$ cat src/rtl/cpu0_mem_arbiter.sv
// Round-robin arbiter that lets the CPU0 instruction-fetch and data ports share one byte-wide,
// 1-cycle synchronous-read memory, moving one 32-bit big-endian word per granted request.
module cpu0_mem_arbiter #(
  parameter int ADDR_W = 8
) (
  input  logic              clock,
  input  logic              reset_n,
  // Request/ack handshake: a port raises req with stable addr/data and holds it until its
  // one-cycle ack; requests are sampled only in IDLE, so a req still high after ack is a new one.
  input  logic              i_req,
  input  logic [ADDR_W-1:0] i_addr,
  output logic [31:0]       i_rdata,
  output logic              i_ack,
  input  logic              d_req,
  input  logic              d_we,
  input  logic [ADDR_W-1:0] d_addr,
  input  logic [31:0]       d_wdata,
  output logic [31:0]       d_rdata,
  output logic              d_ack,
  output logic              m_en,
  output logic              m_we,
  output logic [ADDR_W-1:0] m_addr,
  output logic [7:0]        m_wdata,
  input  logic [7:0]        m_rdata,
  output logic              busy,
  output logic [1:0]        o_dbg_state
);

  typedef enum logic [1:0] {
    S_IDLE = 2'd0,
    S_XFER = 2'd1,
    S_WAIT = 2'd2,
    S_ACK  = 2'd3
  } state_t;

  localparam logic OWN_I = 1'b0;
  localparam logic OWN_D = 1'b1;

  state_t            r_state;
  state_t            w_next;
  logic              r_owner;
  logic              r_last;
  logic [ADDR_W-1:0] r_base;
  logic              r_we;
  logic [31:0]       r_wdata;
  logic [1:0]        r_cnt;
  logic [31:8]       r_rbuf;
  logic [31:0]       r_i_rdata;
  logic [31:0]       r_d_rdata;

  logic              w_any_req;
  logic              w_grant_d;
  logic              w_xfer;
  logic [4:0]        w_cap_lsb;
  logic [7:0]        w_wbyte;

  assign w_any_req = i_req | d_req;
  // On a tie the port that was not served last wins.
  assign w_grant_d = d_req & (~i_req | (r_last == OWN_I));

  always_ff @(posedge clock or negedge reset_n) begin
    if (!reset_n) r_state <= S_IDLE;
    else          r_state <= w_next;
  end

  always_comb begin
    w_next = r_state;
    case (r_state)
      S_IDLE: if (w_any_req) w_next = S_XFER;
      S_XFER: if (r_cnt == 2'd3) w_next = r_we ? S_ACK : S_WAIT;
      S_WAIT: w_next = S_ACK;
      S_ACK:  w_next = S_IDLE;
      default: w_next = S_IDLE;
    endcase
  end

  // Byte k arrives one cycle after its issue, i.e. while cnt == k+1 (or in WAIT for k == 3).
  assign w_cap_lsb = 5'd24 - {r_cnt - 2'd1, 3'b000};

  always_ff @(posedge clock or negedge reset_n) begin
    if (!reset_n) begin
      r_owner   <= OWN_I;
      r_last    <= OWN_D;
      r_base    <= '0;
      r_we      <= 1'b0;
      r_wdata   <= '0;
      r_cnt     <= '0;
      r_rbuf    <= '0;
      r_i_rdata <= '0;
      r_d_rdata <= '0;
    end else begin
      case (r_state)
        S_IDLE: begin
          if (w_any_req) begin
            r_owner <= w_grant_d;
            r_last  <= w_grant_d;
            r_base  <= w_grant_d ? d_addr : i_addr;
            r_we    <= w_grant_d & d_we;
            r_wdata <= w_grant_d ? d_wdata : '0;
            r_cnt   <= '0;
          end
        end
        S_XFER: begin
          r_cnt <= r_cnt + 2'd1;
          if (!r_we && (r_cnt != 2'd0)) r_rbuf[w_cap_lsb +: 8] <= m_rdata;
        end
        S_WAIT: begin
          if (r_owner == OWN_D) r_d_rdata <= {r_rbuf, m_rdata};
          else                  r_i_rdata <= {r_rbuf, m_rdata};
        end
        default: ;
      endcase
    end
  end

  always_comb begin
    w_wbyte = r_wdata[31:24];
    case (r_cnt)
      2'd0: w_wbyte = r_wdata[31:24];
      2'd1: w_wbyte = r_wdata[23:16];
      2'd2: w_wbyte = r_wdata[15:8];
      2'd3: w_wbyte = r_wdata[7:0];
      default: w_wbyte = r_wdata[31:24];
    endcase
  end

  // Memory-side outputs are forced to zero outside XFER so idle/reset values are clean.
  assign w_xfer      = (r_state == S_XFER);
  assign m_en        = w_xfer;
  assign m_we        = w_xfer & r_we;
  assign m_addr      = w_xfer ? (r_base + {{(ADDR_W-2){1'b0}}, r_cnt}) : '0;
  assign m_wdata     = w_xfer ? w_wbyte : 8'h00;
  assign i_ack       = (r_state == S_ACK) && (r_owner == OWN_I);
  assign d_ack       = (r_state == S_ACK) && (r_owner == OWN_D);
  assign i_rdata     = r_i_rdata;
  assign d_rdata     = r_d_rdata;
  assign busy        = (r_state != S_IDLE);
  assign o_dbg_state = r_state;

endmodule

$ cat config.mk
export PLATFORM = sky130hd
export DESIGN_NAME = cpu0_mem_arbiter
export DESIGN_NICKNAME = d
export VERILOG_FILES = /design/src/rtl/cpu0_mem_arbiter.sv
export SDC_FILE = /design/constraint.sdc
export NUM_CORES = 1
export LEC_CHECK = 0
export ABC_AREA = 0
export CAP_MARGIN = 20
export CORE_ASPECT_RATIO = 1.75
export CORE_MARGIN = 4
export CORE_UTILIZATION = 34
export DETAILED_ROUTE_END_ITERATION = 12
export SETUP_SLACK_MARGIN = 0.15
export SLEW_MARGIN = 40
export SYNTH_ARGS = -nofsm -noshare
export SYNTH_HDL_FRONTEND = slang
export SYNTH_SLANG_ARGS = --single-unit
$ cat constraint.sdc
create_clock -name clock -period 2.55 [get_ports clock]
set_input_delay 0.255 -clock clock [delete_from_list [all_inputs] [get_ports clock]]
set_output_delay 0.255 -clock clock [all_outputs]
set_load 0.005 [all_outputs]
Yosys cells after proc, flatten, opt, wreduce, memory -nomap -nowiden --
Cells that the tools add are included. W data, S select, Z words.
Operators by class: multiplexer cells 12, shift-type cells 2, equality and inequality tests 8, bitwise logic cells 8, $add $sub $neg 5, reduce and logical (&&, ||, !) cells 15
Operators by type and width (count):
- $mux W32 | 1
- $pmux W8 S4 | 1
- $shift A8 B7 Y32 const A | 1
- $shiftx A8 B7 Y32 | 1
- $bwmux W24 | 1
- $mux W8 | 3
- $reduce_and A2 Y1 | 6
- $add A8 B2 Y8 | 1
- $eq A2 B2 Y1 const B | 4
- $pmux W2 S4 | 1
- $neg A5 Y7 | 1
- $mux W2 | 3
- $reduce_bool A2 Y1 | 3
- $sub A5 B5 Y5 const A | 1
- $eq A2 B1 Y1 const B | 2
- $logic_not A2 Y1 | 2
- $pmux W2 S2 | 1
- $and A1 B1 Y1 | 3
- $logic_and A1 B1 Y1 | 3
- $not A1 Y1 | 3
- $add A2 B1 Y2 const B | 1
- $ne A2 B1 Y1 const B | 1
- $ne A2 B2 Y1 const B | 1
- $or A1 B1 Y1 | 2
- other kinds (3) | 3
Word-level totals: flip-flop bits (word level) 135, word-level logic and storage cells 60, input bits 61

Depth between registers and ports, before layout --
depth in word-level cells 5, gate-level depth with buffers 8, depth with buffers taken out 5

Worst setup path before layout --
OpenSTA, ideal clock, no wires.
path type flip-flop to output port, start register r_cnt[0], end output port m_addr[6], data arrival time 1521 ps, buffers on the path 0, path slack 774 ps, required time 2295 ps, cell stages (with the launch flop) 6, cells stage by stage dfrtp_1 ha_1 fa_1 inv_1 or3_2 a21oi_1
Between the ends: cells in the longest elaborated chain, start to end 2
RTL lines:
- start, declared | line 46 | logic [1:0] r_cnt;
- start signal, assigned | line 104 | r_cnt <= r_cnt + 2'd1;
- $add A8 B2 Y8 | line 131 | assign m_addr = w_xfer ? (r_base + {{(ADDR_W-2){1'b0}}, r_cnt}) : '0;
- $mux W8 | line 131
- end, declared | line 22 | output logic [ADDR_W-1:0] m_addr,
Every way passes these cells.

Final worst setup path --
Ends and elaborated chain as after synthesis.

==> out/summary.txt <==
met2 Usage GRT = 30.92%
Pwr Total = 10.39 mW
placed instance count = 871
Initial Util = 34.92%
first-pass GRT wire length = 25.19 mm
CTS tree = built
leakage power = 3.827 nW
critical path fanouts, max = 3
Root Buffer = clkbuf_16
clk_lat worst skew = 410 ps
Placed Area = 0.007508 mm^2
post-route cell area = 0.008265 mm^2
Min-Delay Path Class = input port to async pin
setup_tns = 0 ps
hpwl dp = 11.25 mm
Pre-antenna DRT Iters = 5
Layout Nets = 752
slew margin rel. = 61.14%
met3 Usage GRT = 3.321%
syn_nets = 592
Synth area leaders = dfrtp_1, nand2_1, mux2_2, a22o_1, o31ai_1
Yosys warning total = 0
Synth async-reset ratio = 100.0%
Vias = 4470
Synth Instances = 519
Die Height = 180.7 um
# clock sinks = 135
initial antenna violation count = 0
Sw Pwr = 3.580 mW
grt peak-use layer = met2
critical path class = register to output pin
ANT cells = 0
drt first-iter violations = 162
Sw Share = 34.46%
Post-Layout Cell Count = 916
pin count of the biggest net entering global routing = 69
die area = 0.01928 mm^2
max-cap violations = 0
Area Growth Syn to Fin = 42.59%
Main synth FF type = dfrtp_1
Final Max Slew Viols = 0
RSZ-0062 raised after global routing = yes
Buffers on Ports = 147
row cnt = 62
Yosys top cell area share = 57.85%
Die X-Extent = 106.7 um
Antenna Nets Post-Route = 0
Clock Power Share = 21.5%
gpl congestion = 0.8381
Int Power = 6.807 mW
number of synthesized register bits = 135
vias in the first global route = 4801
post-layout util = 49.79%
Setup Viol. Count Final = 0
FMAX = 403.5 MHz
Worst Max-Slew Pin Slew = 580.8 ps
Final Skew = 9.398 ps
Max clock buf depth = 2
Post-synth EDFFs = 0
Seq/Total Area, Yosys = 58.30%
GR Layer Usage met1 = 17.75%
Core Region = 0.01660 mm^2
grt ovf = 0
H-Tree Depth = 4
crit path DAT = 2220 ps
final hold violation count = 0
VDD IR max = 0.0005084 V
Worst-path clk slew = 60 ps
Min Clock Period, post-route = 2478 ps
outcome = finished, final reports clean
drt wl/cell = 16.80 um
pwr/cell area = 1257 mW/mm^2
Tot GR Track Use = 16.59%
sequential group share of total power = 36.1%
Mapped Avg Cell Area = 11.17 um^2
fin crit share = 97.19%
DRT Wirelength = 15.39 mm
Post-Syn Area = 0.005797 mm^2
Crit path required time = 2300 ps
Setup crit start kind = register
TritonCTS Buffers = 17
combinational cell fraction of total power = 42.4%
boundary pin count = 148
fraction of layout instances using a drive strength above 1 = 16.91%
Yosys top cell by area = dfrtp_1
Crit. End Element = output pin
Synth cell types = 40
DR vias/cell = 4.880
DRC Markers = 0
==> kinds of logic after synthesis <==
group                    share of synthesized area, %
AND/OR/NAND/NOR                                 13.53
flip-flops                                      58.30
XOR/XNOR                                       0.4534
adder cells (fa/ha/maj)                         2.720
buffers and inverters                           3.820
AO/OA/AOI/OAI                                   13.38
multiplexers                                    7.792
==> through the flow <==
| step | setup WS [ps] | hold WS [ps] |
|---|---|---|
| final | 71.58 | 304.8 |
| after global routing | -48.80 | 320.4 |
| after global placement | 233.4 | 175.9 |
| after detailed placement | 181.5 | 176.2 |
| after CTS | 3.414 | 305.9 |
| after floorplan | 773.8 | -40.59 |
==> layout make-up <==
class	count	area [um^2]
Multi-Input combinational cell	340	2306
Sequential cell	135	3382
Clock inverter	13	98.84
Fill cell	1581	8335
Timing Repair Buffer	176	1718
Tap cell	224	280.3
Clock buffer	19	442.9
Inverter	9	37.54
==> worst max-delay path, stage by stage (launching register included) <==
cell	delay, ps
dfrtp_1	390
ha_2	250
fa_2	240
inv_1	50
or3_2	460
a21oi_1	160
dlygate4sd2_1	250
==> synthesized netlist by cell type (3+ instances only) <==
cell       instances
o31ai_1           25
buf_6              5
a222oi_1           8
nor2b_1            3
clkbuf_1          14
inv_1              9
nand2_1          140
nand2b_1          10
ha_1              11
mux2_2            33
mux2i_1            8
and2_1             5
o21ai_0           12
nand3_1            3
o21a_1             8
dfrtp_1          134
a22o_1            33
a21oi_1            7
nand4bb_1          3
nor2_1            12
buf_2             14
==> power by group through the flow <==
| stage | combinational [mW] | sequential (mW) | clock (mW) |
|---|---|---|---|
| floorplan | 2.16 | 3.65 | 0 |
| CTS | 4.42 | 3.76 | 2.29 |
| global route | 4.85 | 3.89 | 2.39 |
| global placement | 4.03 | 3.77 | 0 |
| finish | 4.40 | 3.75 | 2.23 |
| detailed placement | 4.13 | 3.80 | 0 |
==> final timing paths <==
kind	startpoint	to	slack, ps	cells after the start
min in group clock	d_wdata[17]	r_wdata[17]	440	2
min	reset_n	d_rdata[30]	300	2
min reg2reg	i_rdata[8]	i_rdata[8]	470	2
max in group asynchronous	reset_n	r_last	1480	3
max	r_cnt[0]	m_addr[6]	70	6
max reg2reg	r_cnt[0]	r_rbuf[17]	450	9
==> cells in the final DEF (no fill, tap or decap), types with 4 or more instances in the layout <==
cell and count:
clkbuf_16 17, and2_1 4, nor2_1 12, ha_4 5, inv_1 8, a21oi_1 5
clkinv_4 4, clkinv_2 4, o31ai_1 25, mux2i_1 8, nand2b_1 10, a22o_1 33
buf_6 5, nand2_1 140, dlygate4sd2_1 4, dlymetal6s2s_1 7, mux2_2 33, a222oi_1 8
clkdlybuf4s50_1 131, dfrtp_1 132, ha_1 5, o21ai_0 12, o21a_1 8, buf_4 23
==> what timing repair did <==
| item | CTS | global route |
|---|---|---|
| endpoints found under the hold margin | 35 | 0 |
| setup buffers | 12 | 0 |
| endpoints found under the setup margin | 16 | 13 |
| hold buffers | 1 | 0 |
| resized for setup | 29 | 18 |
| pin swaps | 9 | 8 |
==> routing by layer <==
| metal | wire length (um) | vias to the layer above |
|---|---|---|
| met2 | 8709 | 114 |
| met5 | 0 | - |
| met3 | 463 | 21 |
| li1 | - | 2124 |
| met1 | 5869 | 2211 |
| met4 | 347 | 0 |
==> sequential cells by signal, indices dropped and copies added, names as in the netlist <==
register     count
d_rdata         32
i_rdata         32
r_wdata         32
r_rbuf          24
r_base           8
o_dbg_state      2
r_cnt            2
r_last           1
r_owner          1
r_we             1
(Power assumes the default switching activity.)
